==> config.mk <==
export PLATFORM = sky130hd
export DESIGN_NAME = icache_refill_controller_flat
export DESIGN_NICKNAME = d
export VERILOG_FILES = /design/src/rtl/fetch_pkg.sv /design/src/rtl/icache_refill_controller_if.sv /design/src/rtl/icache_refill_controller_sat_counter.sv /design/src/rtl/icache_refill_controller.sv /design/src/flat_wrapper.sv
export SDC_FILE = /design/constraint.sdc
export NUM_CORES = 1
export LEC_CHECK = 0
export BUFFER_PORTS_ARGS = -buffer_cell sky130_fd_sc_hd__buf_2
export CAP_MARGIN = 10
export CELL_PAD_IN_SITES_DETAIL_PLACEMENT = 1
export CELL_PAD_IN_SITES_GLOBAL_PLACEMENT = 1
export CORE_MARGIN = 1
export CORE_UTILIZATION = 32
export DETAILED_ROUTE_END_ITERATION = 12
export PLACE_DENSITY = 0.94
export SLEW_MARGIN = 10
export SYNTH_ARGS = -nofsm -noshare
export SYNTH_HDL_FRONTEND = slang
export SYNTH_SLANG_ARGS = --single-unit
==> constraint.sdc <==
create_clock -name clk -period 4.77 [get_ports clk]
set_input_delay 0.954 -clock clk [delete_from_list [all_inputs] [get_ports clk]]
set_output_delay 0.954 -clock clk [all_outputs]
set_load 0.01 [all_outputs]
==> src/rtl/fetch_pkg.sv <==
// Shared fetch-side definitions: refill FSM states, the nop word loaded into
// IF/ID on a miss, and line-offset geometry.
package fetch_pkg;

   typedef enum logic [1:0] {
      ST_IDLE   = 2'd0,
      ST_REQ    = 2'd1,
      ST_FILL   = 2'd2,
      ST_REPLAY = 2'd3
   } state_t;

   // add $0 $0 $0
   localparam logic [31:0] NOP_INSTR = 32'd32;

   // Byte-offset bits covered by one line: word index bits plus 2 byte bits.
   function automatic int line_off_bits(input int words_per_line);
      return $clog2(words_per_line) + 2;
   endfunction

   // Offset bits for the default 4-word line.
   localparam int LINE_OFF_BITS = line_off_bits(4);

endpackage

==> src/rtl/icache_refill_controller_if.sv <==
// Fetch / cache-fill / memory bus of the refill controller.
// master = the refill controller, slave = fetch stage, cache and memory.
interface icache_refill_controller_if #(
   parameter int WORDS_PER_LINE = 4,
   parameter int ADDR_W         = 32,
   parameter int DATA_W         = 32,
   parameter int CNT_W          = 16
);
   localparam int IDX_W = $clog2(WORDS_PER_LINE);

   logic              fetch_valid;
   logic [ADDR_W-1:0] fetch_addr;
   logic              cache_hit;
   logic              flush;
   logic              mem_ready;
   logic              mem_rvalid;
   logic [DATA_W-1:0] mem_rdata;
   logic              mem_req;
   logic [ADDR_W-1:0] mem_addr;
   logic              fill_we;
   logic [IDX_W-1:0]  fill_index;
   logic [DATA_W-1:0] fill_data;
   logic              pc_stall;
   logic              fetch_hit;
   logic [CNT_W-1:0]  miss_count;

   modport master (
      input  fetch_valid, fetch_addr, cache_hit, flush,
      input  mem_ready, mem_rvalid, mem_rdata,
      output mem_req, mem_addr, fill_we, fill_index, fill_data,
      output pc_stall, fetch_hit, miss_count
   );

   modport slave (
      output fetch_valid, fetch_addr, cache_hit, flush,
      output mem_ready, mem_rvalid, mem_rdata,
      input  mem_req, mem_addr, fill_we, fill_index, fill_data,
      input  pc_stall, fetch_hit, miss_count
   );
endinterface

==> src/rtl/icache_refill_controller_sat_counter.sv <==
// Saturating up-counter: sticks at all-ones instead of wrapping.
module sat_counter #(
   parameter int WIDTH = 16
) (
   input  logic             clk,
   input  logic             i_clr_n,
   input  logic             i_en,
   output logic [WIDTH-1:0] o_count
);
   logic [WIDTH-1:0] r_count;

   // Count enabled events until all-ones; async clear to zero.
   always_ff @(posedge clk or negedge i_clr_n) begin
      if (!i_clr_n) begin
         r_count <= '0;
      end else if (i_en && (r_count != {WIDTH{1'b1}})) begin
         r_count <= r_count + WIDTH'(1);
      end
   end

   assign o_count = r_count;
endmodule

==> src/rtl/icache_refill_controller.sv <==
// Instruction-cache miss refill sequencer. Stalls the PC and feeds the IF/ID
// register a not-hit (nop) on a miss, fetches the line with a request/burst
// handshake, writes it into the cache and then releases fetch for a replay.
module icache_refill_controller
   import fetch_pkg::*;
#(
   parameter int WORDS_PER_LINE = 4,
   parameter int ADDR_W         = 32,
   parameter int DATA_W         = 32,
   parameter int CNT_W          = 16
) (
   input  logic                        clk,
   input  logic                        reset,
   icache_refill_controller_if.master  bus
);
   localparam int                IDX_W     = $clog2(WORDS_PER_LINE);
   localparam int                OFF_BITS  = line_off_bits(WORDS_PER_LINE);
   localparam logic [ADDR_W-1:0] LINE_MASK = {ADDR_W{1'b1}} << OFF_BITS;
   localparam logic [IDX_W-1:0]  LAST_WORD = IDX_W'(WORDS_PER_LINE - 1);

   state_t            r_state;
   state_t            w_state_next;
   logic [ADDR_W-1:0] r_miss_addr;
   logic [IDX_W-1:0]  r_word_cnt;
   logic              w_miss;
   logic              w_last_word;

   // A miss only starts a refill from IDLE, and a redirect cancels it.
   assign w_miss      = (r_state == ST_IDLE) & bus.fetch_valid & ~bus.cache_hit & ~bus.flush;
   assign w_last_word = bus.mem_rvalid & (r_word_cnt == LAST_WORD);

   // State register; reset aborts any refill in progress.
   always_ff @(posedge clk or negedge reset) begin
      if (!reset) begin
         r_state <= ST_IDLE;
      end else begin
         r_state <= w_state_next;
      end
   end

   // Next-state logic; flush is deliberately ignored once a refill has begun.
   always_comb begin
      w_state_next = r_state;
      case (r_state)
         ST_IDLE:   if (w_miss)         w_state_next = ST_REQ;
         ST_REQ:    if (bus.mem_ready)  w_state_next = ST_FILL;
         ST_FILL:   if (w_last_word)    w_state_next = ST_REPLAY;
         ST_REPLAY:                     w_state_next = ST_IDLE;
         default:                       w_state_next = ST_IDLE;
      endcase
   end

   // Miss address capture and burst word counter.
   always_ff @(posedge clk or negedge reset) begin
      if (!reset) begin
         r_miss_addr <= '0;
         r_word_cnt  <= '0;
      end else begin
         if (w_miss) begin
            r_miss_addr <= bus.fetch_addr;
         end
         if ((r_state == ST_REQ) && bus.mem_ready) begin
            r_word_cnt <= '0;
         end else if ((r_state == ST_FILL) && bus.mem_rvalid) begin
            // Wraps back to 0 after the last word of the line.
            r_word_cnt <= r_word_cnt + IDX_W'(1);
         end
      end
   end

   // Outputs: memory request, cache fill strobe, and fetch stall/hit controls.
   always_comb begin
      bus.mem_req    = (r_state == ST_REQ);
      bus.mem_addr   = r_miss_addr & LINE_MASK;
      bus.fill_we    = (r_state == ST_FILL) & bus.mem_rvalid;
      bus.fill_index = r_word_cnt;
      bus.fill_data  = bus.mem_rdata;
      bus.pc_stall   = (r_state != ST_IDLE) | w_miss;
      bus.fetch_hit  = (r_state == ST_IDLE) & bus.fetch_valid & bus.cache_hit & ~bus.flush;
   end

   sat_counter #(
      .WIDTH (CNT_W)
   ) u_miss_cnt (
      .clk     (clk),
      .i_clr_n (reset),
      .i_en    (w_miss),
      .o_count (bus.miss_count)
   );
endmodule

==> src/flat_wrapper.sv <==
// flat-port wrapper written by rule: the top's interface ports become plain ports
module icache_refill_controller_flat import fetch_pkg::*;
#(
   parameter int WORDS_PER_LINE = 4,
   parameter int ADDR_W         = 32,
   parameter int DATA_W         = 32,
   parameter int CNT_W          = 16
)
  (clk, reset, bus_fetch_valid, bus_fetch_addr, bus_cache_hit, bus_flush, bus_mem_ready, bus_mem_rvalid, bus_mem_rdata, bus_mem_req, bus_mem_addr, bus_fill_we, bus_fill_index, bus_fill_data, bus_pc_stall, bus_fetch_hit, bus_miss_count);
  icache_refill_controller_if #(.WORDS_PER_LINE(WORDS_PER_LINE), .ADDR_W(ADDR_W), .DATA_W(DATA_W), .CNT_W(CNT_W)) bus_i ();
  input  logic clk;
  input  logic reset;
  input wire logic [$bits(bus_i.fetch_valid)-1:0] bus_fetch_valid;
  input wire logic [$bits(bus_i.fetch_addr)-1:0] bus_fetch_addr;
  input wire logic [$bits(bus_i.cache_hit)-1:0] bus_cache_hit;
  input wire logic [$bits(bus_i.flush)-1:0] bus_flush;
  input wire logic [$bits(bus_i.mem_ready)-1:0] bus_mem_ready;
  input wire logic [$bits(bus_i.mem_rvalid)-1:0] bus_mem_rvalid;
  input wire logic [$bits(bus_i.mem_rdata)-1:0] bus_mem_rdata;
  output wire logic [$bits(bus_i.mem_req)-1:0] bus_mem_req;
  output wire logic [$bits(bus_i.mem_addr)-1:0] bus_mem_addr;
  output wire logic [$bits(bus_i.fill_we)-1:0] bus_fill_we;
  output wire logic [$bits(bus_i.fill_index)-1:0] bus_fill_index;
  output wire logic [$bits(bus_i.fill_data)-1:0] bus_fill_data;
  output wire logic [$bits(bus_i.pc_stall)-1:0] bus_pc_stall;
  output wire logic [$bits(bus_i.fetch_hit)-1:0] bus_fetch_hit;
  output wire logic [$bits(bus_i.miss_count)-1:0] bus_miss_count;
  assign bus_i.fetch_valid = bus_fetch_valid;
  assign bus_i.fetch_addr = bus_fetch_addr;
  assign bus_i.cache_hit = bus_cache_hit;
  assign bus_i.flush = bus_flush;
  assign bus_i.mem_ready = bus_mem_ready;
  assign bus_i.mem_rvalid = bus_mem_rvalid;
  assign bus_i.mem_rdata = bus_mem_rdata;
  assign bus_mem_req = bus_i.mem_req;
  assign bus_mem_addr = bus_i.mem_addr;
  assign bus_fill_we = bus_i.fill_we;
  assign bus_fill_index = bus_i.fill_index;
  assign bus_fill_data = bus_i.fill_data;
  assign bus_pc_stall = bus_i.pc_stall;
  assign bus_fetch_hit = bus_i.fetch_hit;
  assign bus_miss_count = bus_i.miss_count;
  icache_refill_controller #(.WORDS_PER_LINE(WORDS_PER_LINE), .ADDR_W(ADDR_W), .DATA_W(DATA_W), .CNT_W(CNT_W)) u_core (.clk(clk), .reset(reset), .bus(bus_i));
endmodule
After elaboration in Yosys (flattened, before gate mapping):

Cells that the tools add are included.

* register bits: 52
* input bits: 71
* word-level logic and storage cells: 37

* $add $sub $neg: 2
* eq/ne operators: 8
* mux-type cells: 6
* bitwise gates (word level): 10
* reductions and logical operators: 7

Operator list (number)
* $add 16x1->16 const B: 1
* $ne 16x16->1 const B: 1
* $mux 2: 5
* $pmux 2 s4: 1
* $and 1x1->1: 7
* $eq 2x2->1 const B: 3
* $ne 2x2->1 const B: 2
* $reduce_bool 2->1: 2
* $logic_and 1x1->1: 3
* $reduce_and 3->1: 1
* $add 2x1->2 const B: 1
* $eq 2x1->1 const B: 1
* $logic_not 2->1: 1
* $ne 2x1->1 const B: 1
* $not 1->1: 2
* $or 1x1->1: 1

Longest topological paths before layout:

* word-level depth: 6
* mapped depth: 7

By module:

A second synthesis with hierarchy kept.

* cell total of the unflattened synthesis: 198
* area, all modules: 2518.7 um^2

Modules (own cells, without submodules)
* icache_refill_controller: instances 1, cells an instance 126, area each 1659.1 um^2
* sat_counter: instances 1, cells an instance 72, area each 859.6 um^2

Least setup slack after synthesis:

No wires, ideal clock.

* path type: input to output
* start: input bus_cache_hit
* end: output bus_pc_stall
* arrival: 1.627 ns
* required time: 3.816 ns
* setup slack: 2.189 ns
* stages: 4
* buffers on the path: 2
* path through: nand4bb_1 buf_2 clkbuf_1 nand2_1

* longest elaborated chain between the ends: 4

RTL lines
* from (decl): line flat_wrapper.sv:15 `input wire logic [$bits(bus_i.cache_hit)-1:0] bus_cache_hit;`
* $not 1->1: line icache_refill_controller.sv:29 `assign w_miss = (r_state == ST_IDLE) & bus.fetch_valid & ~bus.cache_hit & ~bus.flush;`
* $and 1x1->1 (2 in series): line icache_refill_controller.sv:29
* $or 1x1->1: line icache_refill_controller.sv:78 `bus.pc_stall = (r_state != ST_IDLE) | w_miss;`
* to (decl): line flat_wrapper.sv:25 `output wire logic [$bits(bus_i.pc_stall)-1:0] bus_pc_stall;`

Every way passes these cells.

Final worst setup path:

* start: register u_core.r_state[0]
* end: register u_core.u_miss_cnt.r_count[11] (netlist: u_core.u_miss_cnt.o_count[11])

* longest elaborated chain between the ends: 5

RTL lines
* from (decl): line icache_refill_controller.sv:21 `state_t r_state;`
* from (signal assigned): line icache_refill_controller.sv:37 `r_state <= w_state_next;`
* $logic_not 2->1: line icache_refill_controller.sv:29
* $and 1x1->1 (3 in series): line icache_refill_controller.sv:29
* $logic_and 1x1->1: line icache_refill_controller_sat_counter.sv:16 `end else if (i_en && (r_count != {WIDTH{1'b1}})) begin`
* to (signal assigned): line icache_refill_controller_sat_counter.sv:17 `r_count <= r_count + WIDTH'(1);`
* to (decl): line icache_refill_controller_sat_counter.sv:10 `logic [WIDTH-1:0] r_count;`

Every way passes these cells.
A chain may end at the register's enable or synchronous reset.

==> run summary <==
Status -> completed
Vias -> 1870
Synth top cells by count -> nand2_1 (91), dfrtp_1 (48), buf_4 (36)
Synth area leaders -> dfrtp_1 (50%), nand2_1 (14%), buf_4 (11%)
Power Density -> 504 nW/um2
DRC violations left -> 0
Ant. Diodes -> 0
Final setup violation count -> 0
Peak Freq -> 0.402 GHz
Number of synthesized register bits -> 48
CTS tree -> yes
Die area -> 7870 um2
Setup Total Neg Slack -> 0 ns
Worst path required time -> 4.95 ns
Area of the core -> 7250 um2
Leak -> 1.56 nW
Startpoint types -> flop
Final hold slack -> 0.473 ns
Nets -> 383
Row count -> 31
Filler cells -> 873
Cell accounting for the most synthesized area -> dfrtp_1
Delay-heaviest family, CP -> simple AND/OR/NAND/NOR gates
Count leader, synth -> nand2_1
Largest net degree at the start of global routing -> 49
CTS Buf Count -> 5
Final worst-path cycle share -> 52.1%
Initial antenna violation count -> 0
Sequential-to-total area share from yosys stat -> 49.9%
Crit-path cells -> inv_1, ha_1, and4bb_2, and4_1, nand4_1, mux2_1
Synth Warn # -> 0
Synth Area per Inst -> 9.47 um2
Hold Path Class -> flop to flop
Port Buf Inserts -> 84
Flip-flop and latch area -> 1200 um2
Root buf cell -> clkbuf_8
Area Growth Syn to Fin -> 14.7%
FFs w/ async S/R, synth -> 100%
Critical Path AT -> 2.67 ns
Multi-input gate area -> 900 um2
Post-route minimum period -> 2.49 ns
Synth Flop Type -> dfrtp_1
CP max-delay cell -> and4bb_2
Die W -> 88.7 um
Crit Path Max Fanout -> 32
Placement Cell Area -> 2680 um2
GPL Wtd Cong -> 0.777
Vias in the first global route -> 1888
Total clock sinks -> 48
Fin. max-slew vios -> 0
Die Y -> 88.7 um
HPWL Detailed -> 3890 um
Post-Syn Instances -> 254
CP Buf/Inv Count -> 1
Worst skew pair latency -> 0.29 ns
Post-Syn Area -> 2410 um2
Vias per inst -> 4.61
Number of synthesized flops with an enable pin -> 0
# IOs -> 157
Final Cell Area -> 2760 um2
Tot GR Track Use -> 14.1%
Initial Util -> 33.2%
Cell variety after synth -> 36
RSZ-0062 raised after global routing -> no
Worst VDD drop -> 0.000202 V
TritonRoute pass-1 iters -> 4
Slew headroom -> 28.2%
First-pass GRT wire length -> 8670 um
CP Capture Type -> flop
Hold Fails Final Rpt -> 0
Clk slew on worst S/H paths -> 0.09 ns
Skew final -> 0.00916 ns
Layout cell share with drive strength beyond 1 -> 32.6%
Max incr delay on CP -> 0.75 ns
Worst-margin pin slew -> 1.08 ns
DRT iter0 DRCs -> 46
Yosys top cell area share -> 49.9%
H-tree levels -> 2
CP Class -> flop to flop
Clock Tree Buf Depth -> 2
# Post-CTS Setup Buffers -> 0
Total gr overflow -> 0
CTS Hold Bufs -> 0
Detail Route Antenna Nets -> 0
Resize count post-CTS -> 0
Max Cap Viol -> 0
Total length of routed wires -> 5410 um
Post-DR wirelength/cell -> 13.3 um
==> area by class of cell <==
type | instances | share of cell area [%]
inverter | 6 | 0.816
multi-input combinational | 160 | 32.6
timing repair buffer | 85 | 15.5
tap | 99 | 4.49
clock inverter | 1 | 0.317
sequential | 48 | 43.5
clock buffer | 7 | 2.77
==> flip-flops by register name, summed over array words and instances, names as in the netlist <==
name and flops:
u_core.r_miss_addr 28, u_core.u_miss_cnt.o_count 16, u_core.bus.fill_index 2, u_core.r_state 2
==> placed cells by master (no fill, tap or decap), types with 2 or more instances in the layout <==
cell      count
a21oi_1       5
and3_1        2
buf_2        84
clkbuf_1      2
clkbuf_8      5
conb_1        4
dfrtp_1      48
ha_1          6
inv_1         6
nand2_1      91
nand3_1       4
nand4_1       5
nand4b_1      2
nor2_1        5
nor3_1        4
nor4_1        2
o32a_1        2
xnor2_1       6
xor2_1        6
==> final timing paths <==
path | end | slack (ns) | cells after the start | start
max | u_core.u_miss_cnt.o_count[11]$_DFFE_PN0P_ | 2.28 | 6 | u_core.r_state[0]$_DFFE_PN0P_
min | u_core.r_miss_addr[22]$_DFFE_PN0P_ | 0.47 | 2 | u_core.r_miss_addr[22]$_DFFE_PN0P_
max reg2reg | u_core.u_miss_cnt.o_count[11]$_DFFE_PN0P_ | 2.28 | 6 | u_core.r_state[0]$_DFFE_PN0P_
min reg2reg | u_core.r_miss_addr[22]$_DFFE_PN0P_ | 0.47 | 2 | u_core.r_miss_addr[22]$_DFFE_PN0P_
max in group asynchronous | u_core.bus.fill_index[0]$_DFFE_PN0P_ | 3.26 | 1 | reset
min in group asynchronous | u_core.u_miss_cnt.o_count[2]$_DFFE_PN0P_ | 0.85 | 1 | reset
==> logic make-up (layout without fill, tap and decap cells) <==
family          after synthesis  in the layout  synth area share [%]
compound gates                9              9                  2.50
xor+xnor                     12             12                  4.37
fa+ha+maj                     6              6                  3.12
buf+inv                      49             99                  13.4
flops                        48             48                  49.9
mux                           4              4                  1.98
other cells                   1              4                 0.156
simple gates                125            125                  24.6
==> per-stage QoR <==
| step | power [W] | worst slack, ns | utilization [%] | cells |
|---|---|---|---|---|
| floorplan | 0.000960 | 2.19 | - | 257 |
| global placement | 0.00113 | 1.66 | 36.9 | 398 |
| detailed placement | 0.00117 | 1.58 | 36.9 | 398 |
| CTS | 0.00142 | 1.89 | 38.1 | 406 |
| global route | 0.00151 | 2.13 | 38.1 | 406 |
| finish | 0.00139 | 2.28 | 38.1 | 406 |
==> tightest hold or removal path, cell delays in order, from the launching register on <==
cell and delay [ns]:
dfrtp_1 0.35, nand2_1 0.05, nand2_1 0.05
==> power by group <==
group / total, W / switching, W / leakage, nW / internal [W]
sequential: 0.000647 / 0.0000913 / 0.615 / 0.000555
clock: 0.000238 / 0.000133 / 0.0424 / 0.000105
combinational: 0.000507 / 0.000285 / 0.902 / 0.000222
==> per-layer routing <==
layer	up-vias	wire length [um]	global-route usage (%)
li1	881	-	-
met5	-	0	0
met1	906	2350	17.0
met4	0	37	3.96
met3	5	357	3.73
met2	78	2660	24.6
Note: power is estimated with default switching activity, not from simulation.
